## src/rtl/mult_unit_if.sv

```systemverilog
// mult_unit_if: request/response bundle between a decoder stage and the multiplier
interface mult_unit_if #(parameter int XLEN = 32);
    logic            start;
    logic [XLEN-1:0] a;
    logic [XLEN-1:0] b;
    logic            signed_a;
    logic            signed_b;
    logic            half;
    logic            flush;
    logic            busy;
    logic            done;
    logic [XLEN-1:0] result;
    modport master (output start, a, b, signed_a, signed_b, half, flush, input busy, done, result);
    modport slave (input start, a, b, signed_a, signed_b, half, flush, output busy, done, result);
endinterface

```

## src/rtl/mult_unit.sv

```systemverilog
// mult_unit: iterative radix-2 shift-add 32x32 multiplier with signed/unsigned operands and high/low half select
module mult_unit #(parameter int XLEN = 32) (
    input logic       CLK,
    input logic       nRST,
    mult_unit_if.slave m
);
    localparam int W2 = 2 * XLEN;
    localparam logic [1:0] IDLE = 2'd0;
    localparam logic [1:0] CALC = 2'd1;
    localparam logic [1:0] FIX  = 2'd2;
    localparam logic [1:0] DONE = 2'd3;
    logic [1:0]      state_q, state_d;
    logic [W2-1:0]   acc_q, acc_d;
    logic [W2-1:0]   mcand_q, mcand_d;
    logic [XLEN-1:0] mplier_q, mplier_d;
    logic [XLEN-1:0] result_q, result_d;
    logic [5:0]      cnt_q, cnt_d;
    logic            neg_q, neg_d;
    logic            half_q, half_d;
    logic            done_q, done_d;
    logic            a_neg, b_neg;
    logic [XLEN-1:0] a_mag, b_mag;
    assign a_neg = m.signed_a & m.a[XLEN-1];
    assign b_neg = m.signed_b & m.b[XLEN-1];
    assign a_mag = a_neg ? -m.a : m.a;
    assign b_mag = b_neg ? -m.b : m.b;
    assign m.busy   = state_q != IDLE;
    assign m.done   = done_q;
    assign m.result = result_q;
    // next-state: accept, shift-add steps, sign fix-up, result capture; flush aborts any active op
    always_comb begin
        state_d  = state_q;
        acc_d    = acc_q;
        mcand_d  = mcand_q;
        mplier_d = mplier_q;
        result_d = result_q;
        cnt_d    = cnt_q;
        neg_d    = neg_q;
        half_d   = half_q;
        done_d   = 1'b0;
        case (state_q)
            IDLE: if (m.start && !m.flush) begin
                mcand_d  = {{XLEN{1'b0}}, a_mag};
                mplier_d = b_mag;
                neg_d    = a_neg ^ b_neg;
                half_d   = m.half;
                acc_d    = '0;
                cnt_d    = '0;
                state_d  = CALC;
            end
            CALC: begin
                acc_d    = mplier_q[0] ? acc_q + mcand_q : acc_q;
                mcand_d  = mcand_q << 1;
                mplier_d = mplier_q >> 1;
                cnt_d    = cnt_q + 6'd1;
                state_d  = cnt_q == 6'd31 ? FIX : CALC;
            end
            FIX: begin
                acc_d   = neg_q ? -acc_q : acc_q;
                state_d = DONE;
            end
            default: begin
                result_d = half_q ? acc_q[W2-1:XLEN] : acc_q[XLEN-1:0];
                done_d   = 1'b1;
                state_d  = IDLE;
            end
        endcase
        if (m.flush && state_q != IDLE) begin
            state_d  = IDLE;
            done_d   = 1'b0;
            result_d = result_q;
        end
    end
    // state registers; reset clears everything including the visible result
    always_ff @(posedge CLK) begin
        if (nRST) begin
            state_q  <= IDLE;
            acc_q    <= '0;
            mcand_q  <= '0;
            mplier_q <= '0;
            result_q <= '0;
            cnt_q    <= '0;
            neg_q    <= 1'b0;
            half_q   <= 1'b0;
            done_q   <= 1'b0;
        end else begin
            state_q  <= state_d;
            acc_q    <= acc_d;
            mcand_q  <= mcand_d;
            mplier_q <= mplier_d;
            result_q <= result_d;
            cnt_q    <= cnt_d;
            neg_q    <= neg_d;
            half_q   <= half_d;
            done_q   <= done_d;
        end
    end
endmodule

```

## src/flat_wrapper.sv

```systemverilog
// flat-port wrapper written by rule: the top's interface ports become plain ports
module mult_unit_flat 
#(parameter int XLEN = 32)
  (CLK, nRST, m_start, m_a, m_b, m_signed_a, m_signed_b, m_half, m_flush, m_busy, m_done, m_result);
  mult_unit_if #(.XLEN(XLEN)) m_i ();
  input logic CLK;
  input logic nRST;
  input wire logic [$bits(m_i.start)-1:0] m_start;
  input wire logic [$bits(m_i.a)-1:0] m_a;
  input wire logic [$bits(m_i.b)-1:0] m_b;
  input wire logic [$bits(m_i.signed_a)-1:0] m_signed_a;
  input wire logic [$bits(m_i.signed_b)-1:0] m_signed_b;
  input wire logic [$bits(m_i.half)-1:0] m_half;
  input wire logic [$bits(m_i.flush)-1:0] m_flush;
  output wire logic [$bits(m_i.busy)-1:0] m_busy;
  output wire logic [$bits(m_i.done)-1:0] m_done;
  output wire logic [$bits(m_i.result)-1:0] m_result;
  assign m_i.start = m_start;
  assign m_i.a = m_a;
  assign m_i.b = m_b;
  assign m_i.signed_a = m_signed_a;
  assign m_i.signed_b = m_signed_b;
  assign m_i.half = m_half;
  assign m_i.flush = m_flush;
  assign m_busy = m_i.busy;
  assign m_done = m_i.done;
  assign m_result = m_i.result;
  mult_unit #(.XLEN(XLEN)) u_core (.CLK(CLK), .nRST(nRST), .m(m_i));
endmodule
```

## config.mk

```make
export PLATFORM = sky130hd
export DESIGN_NAME = mult_unit_flat
export DESIGN_NICKNAME = d
export VERILOG_FILES = /design/src/rtl/mult_unit_if.sv /design/src/rtl/mult_unit.sv /design/src/flat_wrapper.sv
export SDC_FILE = /design/constraint.sdc
export NUM_CORES = 1
export LEC_CHECK = 0
export ABC_AREA = 0
export BUFFER_PORTS_ARGS = -buffer_cell sky130_fd_sc_hd__buf_4
export CAP_MARGIN = 20
export CORE_MARGIN = 2
export CORE_UTILIZATION = 50
export CTS_CLUSTER_SIZE = 20
export DETAILED_ROUTE_END_ITERATION = 8
export GPL_TIMING_DRIVEN = 1
export PLACE_DENSITY = 0.76
export SETUP_SLACK_MARGIN = 0.3
export SYNTH_ARGS = -nofsm -noshare
export SYNTH_HDL_FRONTEND = slang
export SYNTH_SLANG_ARGS = --single-unit
```

## constraint.sdc

```tcl
create_clock -name CLK -period 3.61 [get_ports CLK]
set_input_delay 0.722 -clock CLK [delete_from_list [all_inputs] [get_ports CLK]]
set_output_delay 0.722 -clock CLK [all_outputs]
set_load 0.02 [all_outputs]
```

==> results.sh, run 1 <==
export IMPL_antenna_found_initial=1
export IMPL_path_clk_slew_ps=70
export IMPL_synth_cells=1979
export IMPL_crit_path_end_kind="register"
export IMPL_core_area_mm2=0.02863
export IMPL_numCtsBuffers=25
export IMPL_cts_tree="done"
export IMPL_grt_pass1_vias=13750
export IMPL_synth_seq_cells=203
export IMPL_fin_skew_ps=14.45
export IMPL_holdPathStages=3
export IMPL_leakagePower_nw=6.988
export IMPL_drtIter0Drc=1671
export IMPL_root_buffer="clkbuf_16"
export IMPL_yosysSeqAreaShare_pct=27.98
export IMPL_drv_cap=0
export IMPL_hold_viol=0
export IMPL_crit_fanout=4
export IMPL_worst_path_stages=12
export IMPL_place_ws_ps=-59.04
export IMPL_finalWirelength_um=46770
export IMPL_setup_ws_ps=278.0
export IMPL_worst_ep_required_time_ps=4070
export IMPL_grt_pass1_wl_um=73090
export IMPL_p_per_area_mw_per_mm2=370.9
export IMPL_reg2reg_from="u_core.acc_q[29]"
export IMPL_slew_violations=0
export IMPL_htree_num_levels=1
export IMPL_post_route_drc_count=0
export IMPL_r2r_end="u_core.acc_q[59]"
export IMPL_final_nets=2220
export IMPL_reg2reg_depth=12
export IMPL_ir_drop_v=0.0003208
export IMPL_worst_ep_arrival_time_ps=3790
export IMPL_avgSynthCellArea_um2=7.338
export IMPL_track_usage_pct=29.27
export IMPL_diodes=0
export IMPL_total_power_mw=6.399
export IMPL_rsz0062_at_grt="true"
export IMPL_vias_per_cell=6.184
export IMPL_dieArea_mm2=0.03042
export IMPL_overflow=0
export IMPL_syn2layout_area_growth_pct=18.79
export IMPL_seqCellArea_mm2=0.004080
export IMPL_syn_nets=2122
export IMPL_die_w_um=174.4
export IMPL_multi_input_area_mm2=0.01015
export IMPL_ys_flop_type="dfxtp_1"
export IMPL_fillers=2604
export IMPL_place_gp_congestion=0.9805
export IMPL_antenna_left=0
export IMPL_fin_util_pct=60.27
export IMPL_hpwl_um=34440
export IMPL_worstSetupStartpointType="register"
export IMPL_max_slew_margin_rel_pct=26.49
export IMPL_drive_gt1_share_pct=15.85
export IMPL_cpPeakStageDelay_ps=540
export IMPL_hp_class="input pin to register"
export IMPL_cp_top_family="simple AND/OR/NAND/NOR gates"
export IMPL_path_cells="or4_4 > or4b_4 > or3_4 > nor4_4 > nand3_2 > buf_4 > buf_6 > nor3_1 > o21ai_0 > o31a_1 > a221o_1 > a21oi_1"
export IMPL_clock_fmax_ghz=0.3001
export IMPL_start_util_pct=50.73
export IMPL_crit_path_start="u_core.acc_q[29]"
export IMPL_cts_hold_buf=0
export IMPL_avgRoutedWirePerCell_um=18.87
export IMPL_clk_latency_ps=530
export IMPL_r2r_slack_ps=280
export IMPL_synth_cell_types=74
export IMPL_die_h_um=174.4
export IMPL_cp_slowest_cell="or4_4"
export IMPL_setup_viol=0
export IMPL_timing_final_crit_share_pct=92.30
export IMPL_setup_tns_ps=0
export IMPL_io_buffers=104
export IMPL_clockBufferDepth=3
export IMPL_grt_max_degree=75
export IMPL_dr_pass1_iters=8
export IMPL_critPathCapture="u_core.acc_q[59]"
export IMPL_async_flop_share_pct=0
export IMPL_crit_type="register to register"
export IMPL_boundaryPins=105
export IMPL_syn_area_mm2=0.01452
export IMPL_vias=15320
export IMPL_tightest_slew_ps=1099
export IMPL_rows=62
export IMPL_timing_final_crit_period_ps=3332
export IMPL_yosys_warnings=0
export IMPL_synth_edf_count=0
export IMPL_clkSinkCount=203
export IMPL_critPathBufInv=2
export IMPL_status="finished clean"
## power breakdown
group	switching (mW)	internal [mW]
clock	1.03	1.62
sequential	0.0928	2.34
combinational	0.837	0.483
total	1.96	4.44
## cell families (layout without fill, tap and decap cells)
group	count (synthesis)	in the layout	share of synthesized area [%]
fa+ha+maj	72	72	6.255
mux	39	39	2.705
xor+xnor	133	133	8.021
simple gates	705	705	21.93
buf+inv	170	285	4.402
flops	203	203	27.98
compound gates	657	657	28.71
## stage by stage
| stage | cell area (µm²) | hold WS [ps] | std cells |
|---|---|---|---|
| after floorplan | 14520 | 436.5 | 1979 |
| after global placement | 15960 | 441.9 | 2419 |
| after detailed placement | 15960 | 447.5 | 2419 |
| after CTS | 16920 | 437.5 | 2468 |
| after global routing | 17250 | 447.7 | 2478 |
| final | 17250 | 449.7 | 2478 |
## repair_timing
action | 4_1_cts | 5_1_grt
pin swaps | 4 | 23
buffers inserted | 5 | 10
gates resized for setup | 17 | 65
setup endpoints to repair | 21 | 33
## cell usage in the layout (no fill, tap or decap), types with 55 or more instances in the layout
master     n
a21oi_1  193
a22oi_1   58
buf_4    198
dfxtp_1  192
ha_1      65
nand2_1  263
nor2_1   223
o21ai_0  124
xnor2_1   78
xor2_1    55
## worst min path at each step
| stage | from | end | slack, ps |
|---|---|---|---|
| floorplan | u_core.mplier_q[21] | u_core.mplier_q[21] | 440 |
| global placement | u_core.mplier_q[21] | u_core.mplier_q[21] | 440 |
| detailed placement | u_core.mplier_q[21] | u_core.mplier_q[21] | 450 |
| CTS | m_half | u_core.half_q | 440 |
| global route | m_half | u_core.half_q | 450 |
| finish | m_half | u_core.half_q | 450 |
## worst min-delay path, delay by kind of cell
family / cells / cell delay, ps
buf+inv: 1 / 90
mux: 1 / 60
simple gates: 1 / 70
## Yosys cell counts, types with 18 or more instances
cell,instances,area (µm²)
o21bai_1,22,165.2
ha_1,71,888.4
a21o_1,51,382.9
mux2i_1,37,370.4
inv_1,40,150.1
a211oi_1,42,315.3
xor2_1,55,481.7
a21oi_1,198,991.0
clkbuf_1,118,442.9
a31oi_1,19,118.9
nand4_1,18,112.6
dfxtp_1,203,4064
nor2_1,225,844.6
o211ai_1,22,165.2
nand2_1,265,994.7
o31ai_1,25,187.7
o21ai_0,131,655.6
xnor2_1,78,683.2
a22oi_1,59,442.9
nor3_1,58,290.3
nand3_1,28,140.1
## sequential cells by signal (all words and copies together), names as in the netlist
name / cells
u_core.acc_q: 64
u_core.mcand_q: 64
u_core.m.result: 32
u_core.mplier_q: 32
u_core.cnt_q: 6
u_core.state_q: 2
u_core.half_q: 1
u_core.m.done: 1
u_core.neg_q: 1
## routing by layer
| metal | share of wire [%] | wire (µm) | global-route usage, % | vias to the layer above |
|---|---|---|---|---|
| met1 | 43 | 20310 | 40.06 | 7071 |
| li1 | - | - | - | 7405 |
| met5 | 0 | 0 | 0 | - |
| met3 | 9.1 | 4247 | 4.834 | 127 |
| met2 | 44 | 20690 | 46.54 | 721 |
| met4 | 3.3 | 1523 | 10.33 | 0 |
## layout make-up
class	count	share of cell area [%]
multi-input cells	1606	58.85
inverters	40	0.8703
clock buffers	33	4.207
flip-flops and latches	203	23.65
well taps	384	2.785
clock inverters	11	0.8268
repair buffers	201	8.812
Power figures use the tool's default switching activity.
==> run 2: changes to the inputs <==
==> constraint.sdc (replaced) <==
create_clock -name CLK -period 3.61 [get_ports CLK]
set_input_delay 0.5415 -clock CLK [delete_from_list [all_inputs] [get_ports CLK]]
set_output_delay 0.5415 -clock CLK [all_outputs]
set_load 0.02 [all_outputs]
==> results.sh, run 2 (synthesis gave the netlist of run 1 again) <==
export IMPL_place_gp_congestion=0.9499
export IMPL_setup_ws_ps=227.1
export IMPL_clkSinkCount=203
export IMPL_layout_commonest_cell="nand2_1"
export IMPL_hold_viol=0
export IMPL_holdPathStages=3
export IMPL_vias=15440
export IMPL_drtIter0Drc=1826
export IMPL_boundaryPins=105
export IMPL_place_ws_ps=-31.91
export IMPL_crit_fanout=6
export IMPL_clockBufferDepth=3
export IMPL_worst_ep_required_time_ps=3990
export IMPL_antenna_left=0
export IMPL_finalWirelength_um=47280
export IMPL_tightest_slew_ps=1014
export IMPL_syn2layout_area_growth_pct=17.88
export IMPL_top_regs="u_core.acc_q (64), u_core.mcand_q (64)"
export IMPL_worst_ep_arrival_time_ps=3760
export IMPL_status="finished clean"
export IMPL_die_h_um=174.4
export IMPL_crit_path_end_kind="register"
export IMPL_grt_pass1_vias=13990
export IMPL_reg2reg_depth=10
export IMPL_leakagePower_nw=6.885
export IMPL_path_clk_slew_ps=60
export IMPL_timing_final_crit_share_pct=93.71
export IMPL_die_w_um=174.4
export IMPL_grt_max_degree=122
export IMPL_setup_viol=0
export IMPL_hold_ws_ps=273.5
export IMPL_fillers=2584
export IMPL_cts_tree="done"
export IMPL_cts_hold_buf=0
export IMPL_drive_gt1_share_pct=15.15
export IMPL_post_route_drc_count=0
export IMPL_final_nets=2213
export IMPL_grt_pass1_wl_um=74240
export IMPL_numCtsBuffers=25
export IMPL_crit_type="register to register"
export IMPL_drv_cap=0
export IMPL_htree_num_levels=1
export IMPL_io_buffers=104
export IMPL_dr_pass1_iters=9
export IMPL_fin_skew_ps=22.03
export IMPL_final_area_mm2=0.01712
export IMPL_ir_drop_v=0.0003238
export IMPL_worstSetupStartpointType="register"
export IMPL_p_per_area_mw_per_mm2=365.7
export IMPL_layout_common_cells="262 x nand2_1, 223 x nor2_1, 196 x dfxtp_1, 193 x a21oi_1, 191 x buf_4"
export IMPL_slew_violations=0
export IMPL_core_area_mm2=0.02863
export IMPL_diodes=0
export IMPL_hpwl_um=34440
export IMPL_start_util_pct=50.73
export IMPL_antenna_found_initial=0
export IMPL_hp_class="input pin to register"
export IMPL_clk_latency_ps=530
export IMPL_max_slew_margin_rel_pct=32.39
export IMPL_overflow=0
export IMPL_root_buffer="clkbuf_16"
export IMPL_timing_final_crit_period_ps=3383
export IMPL_clock_fmax_ghz=0.2956
export IMPL_rsz0062_at_grt="true"
export IMPL_placed_area_mm2=0.01594
export IMPL_avgRoutedWirePerCell_um=19.14
export IMPL_vias_per_cell=6.251
export IMPL_rows=62
export IMPL_track_usage_pct=29.82
export IMPL_dieArea_mm2=0.03042
## run 2: power breakdown
group	leakage [nW]	internal (mW)	switching, mW
combinational	4.84	0.480	0.834
sequential	1.65	2.34	0.0914
clock	0.397	1.51	1.01
total	6.88	4.33	1.93
## run 2: final timing paths
path | slack, ps | from | end
worst max-delay path | 230 | u_core.acc_q[29] | u_core.acc_q[63]
worst min-delay path | 270 | m_half | u_core.half_q
worst max register to register | 230 | u_core.acc_q[29] | u_core.acc_q[63]
worst min register to register | 450 | u_core.mplier_q[20] | u_core.mplier_q[20]
## run 2: critical path, cell delays in order (launching register included)
cell      delay, ps
dfxtp_2         330
or4_4           550
or4b_4          520
or3_4           390
nor4_4          330
nand3_2         120
or4_4           470
nor3_4          140
o31ai_1          80
a31oi_1         160
o211ai_1        120
## run 2: stage by stage
stage | TNS [ps] | utilization, % | cells | total power [mW]
floorplan | 0 | - | 1979 | 3.318
global placement | 0 | 55.70 | 2415 | 3.699
global route | 0 | 59.80 | 2470 | 6.519
detailed placement | -43.46 | 55.70 | 2415 | 3.719
finish | 0 | 59.80 | 2470 | 6.260
CTS | 0 | 58.78 | 2461 | 6.241
## run 2: layer usage
| layer | part of all wire [%] | track usage, % | up-vias |
|---|---|---|---|
| met1 | 42 | 40.50 | 7159 |
| met2 | 45 | 47.26 | 752 |
| met4 | 3.8 | 11.45 | 0 |
| li1 | - | - | 7385 |
| met5 | 0 | 0 | - |
| met3 | 9.3 | 5.074 | 144 |
## run 2: cell type report
class / instances / area (µm²) / area share, %
Clock buffer: 34 / 709.4 / 4.144
Clock inverter: 9 / 103.9 / 0.6066
Inverter: 40 / 150.1 / 0.8771
Multi-Input combinational cell: 1606 / 10120 / 59.12
Sequential cell: 203 / 4078 / 23.82
Tap cell: 384 / 480.5 / 2.807
Timing Repair Buffer: 194 / 1476 / 8.625
## run 2: repair_timing
action,4_1_cts,5_1_grt
setup buffers,3,9
gates resized for setup,16,58
endpoints found under the setup margin,19,32
pin swaps,4,14
